$ cat config.mk
export PLATFORM = sky130hd
export DESIGN_NAME = ice_sl_bus_reader
export DESIGN_NICKNAME = d
export VERILOG_FILES = /design/src/rtl/ice_bus_pkg.sv /design/src/rtl/ice_rr_arbiter.sv /design/src/rtl/ice_sl_bus_reader.sv
export SDC_FILE = /design/constraint.sdc
export NUM_CORES = 1
export LEC_CHECK = 0
export ABC_AREA = 1
export CAP_MARGIN = 20
export CORE_AREA = 2 2 108 110
export CTS_BUF_LIST = sky130_fd_sc_hd__clkbuf_4
export CTS_CLUSTER_DIAMETER = 50
export DETAILED_ROUTE_END_ITERATION = 6
export DIE_AREA = 0 0 110 112
export GPL_TIMING_DRIVEN = 0
export PLACE_DENSITY = 0.6
export SYNTH_ARGS = -nofsm -noshare
export SYNTH_HDL_FRONTEND = slang
export SYNTH_HIERARCHICAL = 1
export SYNTH_SLANG_ARGS = --single-unit
$ cat constraint.sdc
create_clock -name clk -period 2.9 [get_ports clk]
set_input_delay 0.58 -clock clk [delete_from_list [all_inputs] [get_ports clk]]
set_output_delay 0.58 -clock clk [all_outputs]
set_load 0.01 [all_outputs]
$ cat src/rtl/ice_bus_pkg.sv
// Shared definitions for the ICE slave output bus: word layout and reader FSM states.
package ice_bus_pkg;

  localparam int SL_AW      = 9;
  localparam int SL_DW      = 9;
  localparam int SL_EOF_BIT = 8;

  typedef enum logic [2:0] {
    IDLE,
    GRANT,
    ADDR,
    DATA,
    LATCH,
    ABORT,
    RELEASE
  } sl_rd_state_t;

endpackage

$ cat src/rtl/ice_rr_arbiter.sv
// Round-robin source picker. The search starts just after the last-served source;
// 'advance' records the served index once its frame is finished or aborted.
module ice_rr_arbiter #(
  parameter int NUM_SRC = 2
) (
  input  logic                       clk,
  input  logic                       reset,
  input  logic [NUM_SRC-1:0]         req,
  input  logic                       advance,
  input  logic [$clog2(NUM_SRC)-1:0] served,
  output logic                       any,
  output logic [$clog2(NUM_SRC)-1:0] pick
);

  localparam int IW = $clog2(NUM_SRC);

  logic [IW-1:0]          last_q, last_d;
  logic [2*NUM_SRC-1:0]   req2;
  logic [NUM_SRC-1:0]     rot;
  logic                   found;
  int                     sum;

  // Rotate requests so bit 0 is the source after last_q, then take the lowest set bit.
  always_comb begin
    req2  = {req, req};
    rot   = NUM_SRC'(req2 >> (int'(last_q) + 1));
    any   = |rot;
    found = 1'b0;
    sum   = 0;
    for (int j = 0; j < NUM_SRC; j++) begin
      if (!found && rot[j]) begin
        found = 1'b1;
        sum   = int'(last_q) + 1 + j;
      end
    end
    if (sum >= NUM_SRC) sum = sum - NUM_SRC;
    pick   = IW'(sum);
    last_d = advance ? served : last_q;
  end

  // Last-served register; resets to the top index so source 0 wins first.
  always_ff @(posedge clk or negedge reset) begin
    if (!reset) last_q <= IW'(NUM_SRC - 1);
    else        last_q <= last_d;
  end

endmodule

$ cat src/rtl/ice_sl_bus_reader.sv
// Slave-bus reader: arbitrates sources, walks the granted ring from its head pointer
// to the end-of-frame word, streams bytes to the host and returns freed space.
module ice_sl_bus_reader
  import ice_bus_pkg::*;
#(
  parameter int NUM_SRC = 2,
  parameter int RD_LAT  = 1
) (
  input  logic                       clk,
  input  logic                       reset,
  input  logic [NUM_SRC-1:0]         sl_arb_request,
  output logic [NUM_SRC-1:0]         sl_arb_grant,
  output logic [SL_AW-1:0]           sl_addr,
  input  logic [SL_DW*NUM_SRC-1:0]   sl_data_i,
  input  logic [SL_AW*NUM_SRC-1:0]   sl_tail_i,
  output logic                       sl_latch_tail,
  output logic [7:0]                 out_data,
  output logic [$clog2(NUM_SRC)-1:0] out_src,
  output logic                       out_valid,
  output logic                       out_last,
  output logic                       out_err,
  input  logic                       out_ready
);

  localparam int IW = $clog2(NUM_SRC);
  localparam int LW = 2;

  sl_rd_state_t       state_q, state_d;
  logic [NUM_SRC-1:0] grant_q, grant_d;
  logic [SL_AW-1:0]   addr_q, addr_d;
  logic               latch_q, latch_d;
  logic [7:0]         data_q, data_d;
  logic               last_q, last_d;
  logic               valid_q, valid_d;
  logic               err_q, err_d;
  logic [IW-1:0]      src_q, src_d;
  logic [LW-1:0]      lat_q, lat_d;
  logic [SL_AW-1:0]   head_q [NUM_SRC];
  logic [SL_AW-1:0]   head_d [NUM_SRC];

  logic [SL_DW-1:0]   rd_word [NUM_SRC];
  logic [SL_AW-1:0]   tail_w  [NUM_SRC];
  logic [SL_AW-1:0]   cur_head, cur_tail;
  logic [SL_DW-1:0]   cur_word;
  logic               arb_any, advance;
  logic [IW-1:0]      arb_pick;

  for (genvar gi = 0; gi < NUM_SRC; gi++) begin : g_split
    assign rd_word[gi] = sl_data_i[gi*SL_DW +: SL_DW];
    assign tail_w[gi]  = sl_tail_i[gi*SL_AW +: SL_AW];
  end

  ice_rr_arbiter #(.NUM_SRC(NUM_SRC)) u_arb (
    .clk     (clk),
    .reset   (reset),
    .req     (sl_arb_request),
    .advance (advance),
    .served  (src_q),
    .any     (arb_any),
    .pick    (arb_pick)
  );

  // Next-state and registered-output computation for the frame walker.
  always_comb begin
    state_d  = state_q;
    grant_d  = grant_q;
    addr_d   = addr_q;
    latch_d  = 1'b0;
    err_d    = 1'b0;
    data_d   = data_q;
    last_d   = last_q;
    valid_d  = valid_q;
    src_d    = src_q;
    lat_d    = lat_q;
    head_d   = head_q;
    advance  = 1'b0;
    cur_head = head_q[src_q];
    cur_tail = tail_w[src_q];
    cur_word = rd_word[src_q];
    case (state_q)
      // RELEASE can arbitrate directly so consecutive frames see a single idle-grant cycle.
      IDLE, RELEASE: begin
        state_d = IDLE;
        if (arb_any) begin
          src_d   = arb_pick;
          grant_d = NUM_SRC'(1) << arb_pick;
          state_d = GRANT;
        end
      end
      GRANT: begin
        addr_d  = cur_head;
        lat_d   = '0;
        state_d = ADDR;
      end
      ADDR: begin
        if (lat_q == '0 && addr_q == cur_tail) begin
          err_d   = 1'b1;
          state_d = ABORT;
        end else if (lat_q == LW'(RD_LAT - 1)) begin
          data_d  = cur_word[7:0];
          last_d  = cur_word[SL_EOF_BIT];
          valid_d = 1'b1;
          state_d = DATA;
        end else begin
          lat_d = lat_q + LW'(1);
        end
      end
      DATA: begin
        if (out_ready) begin
          valid_d        = 1'b0;
          last_d         = 1'b0;
          head_d[src_q]  = cur_head + SL_AW'(1);
          if (last_q) begin
            addr_d  = cur_head + SL_AW'(1);
            latch_d = 1'b1;
            state_d = LATCH;
          end else begin
            addr_d  = addr_q + SL_AW'(1);
            lat_d   = '0;
            state_d = ADDR;
          end
        end
      end
      LATCH: begin
        advance = 1'b1;
        grant_d = '0;
        state_d = RELEASE;
      end
      ABORT: begin
        advance       = 1'b1;
        head_d[src_q] = cur_tail;
        grant_d       = '0;
        state_d       = RELEASE;
      end
      default: state_d = IDLE;
    endcase
  end

  // State, head pointers and all outputs are registered; reset drops any frame in flight.
  always_ff @(posedge clk or negedge reset) begin
    if (!reset) begin
      state_q <= IDLE;
      grant_q <= '0;
      addr_q  <= '0;
      latch_q <= 1'b0;
      data_q  <= '0;
      last_q  <= 1'b0;
      valid_q <= 1'b0;
      err_q   <= 1'b0;
      src_q   <= '0;
      lat_q   <= '0;
      for (int i = 0; i < NUM_SRC; i++) head_q[i] <= '0;
    end else begin
      state_q <= state_d;
      grant_q <= grant_d;
      addr_q  <= addr_d;
      latch_q <= latch_d;
      data_q  <= data_d;
      last_q  <= last_d;
      valid_q <= valid_d;
      err_q   <= err_d;
      src_q   <= src_d;
      lat_q   <= lat_d;
      head_q  <= head_d;
    end
  end

  assign sl_arb_grant  = grant_q;
  assign sl_addr       = addr_q;
  assign sl_latch_tail = latch_q;
  assign out_data      = data_q;
  assign out_src       = src_q;
  assign out_valid     = valid_q;
  assign out_last      = last_q;
  assign out_err       = err_q;

endmodule

==> impl_metrics.ini <==
[finish]
area_delta_synth_final_pct = 29.1
layoutNonFillerInstCount = 631
diodes = 0
drive_gt1_frac = 0.125
fin_util = 0.364
multi_input_comb_area_um2 = 1650
regArea_um2 = 1200
fin_area_um2 = 4070
fillers = 1177
nets = 531

[setup_path]
r2r_setup_slack_ps = 470
r2r-start = out_src
critPathMaxFanout = 10
cp-end-kind = register
cp_cell_sequence = buf_6, buf_12, buf_8, nand2_1, nand2_1, inv_1, ha_1, inv_1, xor2_1, o22ai_1, mux2_2
ff2ff_path_depth = 11
slowest_stage = dfrtp_1
cp.arrival_ps = 2700
critPathRequiredTime_ps = 3170
rr_endpoint = head_q[11]
cp-start-kind = register
cpPeakStageDelay_ps = 440
critPathKind = register to register

[power_and_ir_drop]
vdd_drop_max_mv = 0.433
power_leakage_nw = 1.86
powerDensity_nw_per_um2 = 1120

[run]
drv_cap = 0

[timing]
rsz0062_at_grt = no
hold_slack_ps = 115
setup_violations = 0
hold_viol_final = 0
slew_violations = 0
finalCritPeriodShare = 0.838
min_period_ps = 2430
worst_slew_pin_slew_ps = 485
maxSlewHeadroom = 0.676
finalClockSkew_ps = 21.3
fmax_ghz = 0.411

[floorplan]
row_count = 39
core_um2 = 11200
die-area_um2 = 12300
die_h_um = 112
die_width_um = 110
start_util = 0.282
io_pins = 65

[synth]
synthesis.area_um2 = 3150
synth_top_area_frac = 0.374
mappedNetlistNets = 459
synth_cells = 415
ys_seq_elements = 48
synth.distinct_cells = 44
syn_avg_cell_area_um2 = 7.59
ys_seq_area_frac = 0.382
synth.yosys.warnings = 6
synthTopCellsByArea = dfrtp_1 (37%), nand2_1 (13%), inv_1 (5.1%), nand3_1 (4.8%), a21oi_1 (4.6%)
synth_top_cell_by_area = dfrtp_1

[drt]
via_count = 3065
viasPerCell = 4.86
wire_per_inst_um = 14.8
drc = 0
drtPass1Iterations = 5
drt_iter0_drc = 205
ant_nets = 0
wl_mm = 9.33

[clock_tree]
hold_buffers = 0
clock_latency_ps = 370
root_buffer = clkbuf_4
post-cts-setup-buffer-count = 0
cts-resized-gates = 0
cts_tree = done
numCtsBuffers = 5
cts.path.max_buffers = 2
cts_sinks = 48
ctsHtreeMaxLevel = 2
clkTransAtPathRegs_ps = 150

[grt]
groute.usage.overall = 0.157
overflow = 0
grt_max_degree = 33
grt_antenna_before_repair = 0
grt_pass1_vias = 3078
grt_pass1_wl_mm = 15.3

[placed_design]
dpl.hpwl_mm = 7.29
gp_congestion = 0.869
portBuffers = 64
place_area_um2 = 3980
dp_cells = 623

[outcome]
status = finished clean

[worst_hold_path]
hold_path.class = primary input to asynchronous set/reset pin
[cell families (layout without fill, tap and decap cells)]
kind of cell | Yosys count | after routing | share of synthesized area
buffers and inverters | 61 | 134 | 0.0930
XOR/XNOR | 7 | 7 | 0.0195
AND/OR/NAND/NOR | 199 | 199 | 0.288
AO/OA/AOI/OAI | 88 | 88 | 0.176
multiplexers | 9 | 9 | 0.0290
adder cells (fa/ha/maj) | 3 | 3 | 0.0119
flip-flops | 48 | 48 | 0.382
[Yosys cell counts (all sizes together)]
master,number
o21ai,38
dfrtp,47
mux2,1
xnor2,1
nand2,114
ha,3
o2111ai,1
mux2i,8
a22oi,10
nand4,5
clkbuf,1
a31oi,6
a21oi,29
nor3,4
or2,3
nand3b,3
inv,50
xor2,6
o22ai,2
nor4,1
dfstp,1
nor2,38
o31ai,1
o21bai,1
buf,10
nand3,31
[sequential cells by signal, summed over array words and instances (netlist names), 2 cells and up]
register,count
sl_arb_grant,2
lat_q,2
state_q,3
sl_addr,9
head_q,18
out_data,8
[how the worst max path moves through the flow]
stage	from	endpoint	cells past startpoint
4_1_cts	out_src	head_q[11]	11
5_1_grt	out_src	head_q[11]	11
6_report	out_src	head_q[11]	11
3_5_place_dp	sl_tail_i[13]	out_data[0]	12
3_3_place_gp	reset	sl_arb_grant[0]	1
2_1_floorplan	out_src	head_q[11]	11
[stage by stage]
step           power (mW)  setup TNS, ps  setup WS (ps)
2_1_floorplan        3.23              0            829
3_3_place_gp         4.09         -11480           -248
3_5_place_dp         4.16              0            525
4_1_cts              4.60              0            505
5_1_grt              5.00              0            333
6_report             4.57              0            469
[cell usage in the layout, fill, tap and decap left out, types with 2 or more instances in the layout]
cell type / count
o21ai_0: 19
ha_1: 3
buf_12: 2
a22oi_1: 8
o22ai_1: 2
nand3b_1: 3
nor2_1: 32
dfrtp_1: 47
xor2_1: 6
nand4_1: 5
a31oi_1: 6
a21oi_1: 29
nand3_1: 30
nand2_1: 105
o21ai_4: 3
or2_2: 2
clkbuf_4: 7
clkdlybuf4s50_1: 63
o21ai_1: 10
nand2_2: 7
nor3_2: 3
o21ai_2: 6
nor2_2: 3
nand2_4: 2
a22oi_2: 2
inv_1: 43
inv_2: 6
nor2_4: 3
buf_2: 4
buf_6: 2
mux2i_1: 8
buf_8: 2
[critical path: cells and delay by family (launching register included)]
kind | cells | cell delay (ps)
buf+inv | 5 | 730
flops | 1 | 440
xor+xnor | 1 | 290
mux | 1 | 270
simple gates | 2 | 260
fa+ha+maj | 1 | 190
compound gates | 1 | 120
[layer usage]
metal  wire [µm]  track usage  part of all wire  up-vias
li1            -            -                 -     1509
met1        4180        0.222              0.45     1434
met2        4160        0.239              0.45      104
met3         775       0.0351             0.083       18
met4         209       0.0456             0.022        0
met5           0            0                 0        -
[report_power, final]
part           switching [mW]  total [mW]  internal, mW
Combinational            1.74        2.92          1.18
Sequential              0.237        1.23         0.990
Clock                   0.223       0.425         0.202
Total                    2.20        4.57          2.37
[area by class of cell]
type                    count  share of cell area
clock inverters             1             0.00739
flip-flops and latches     48               0.296
inverters                  50              0.0468
plain buffers              11              0.0252
repair buffers             65               0.161
clock buffers               7              0.0129
multi-input cells         306               0.407
well taps                 143              0.0440
(Power assumes the default switching activity.)
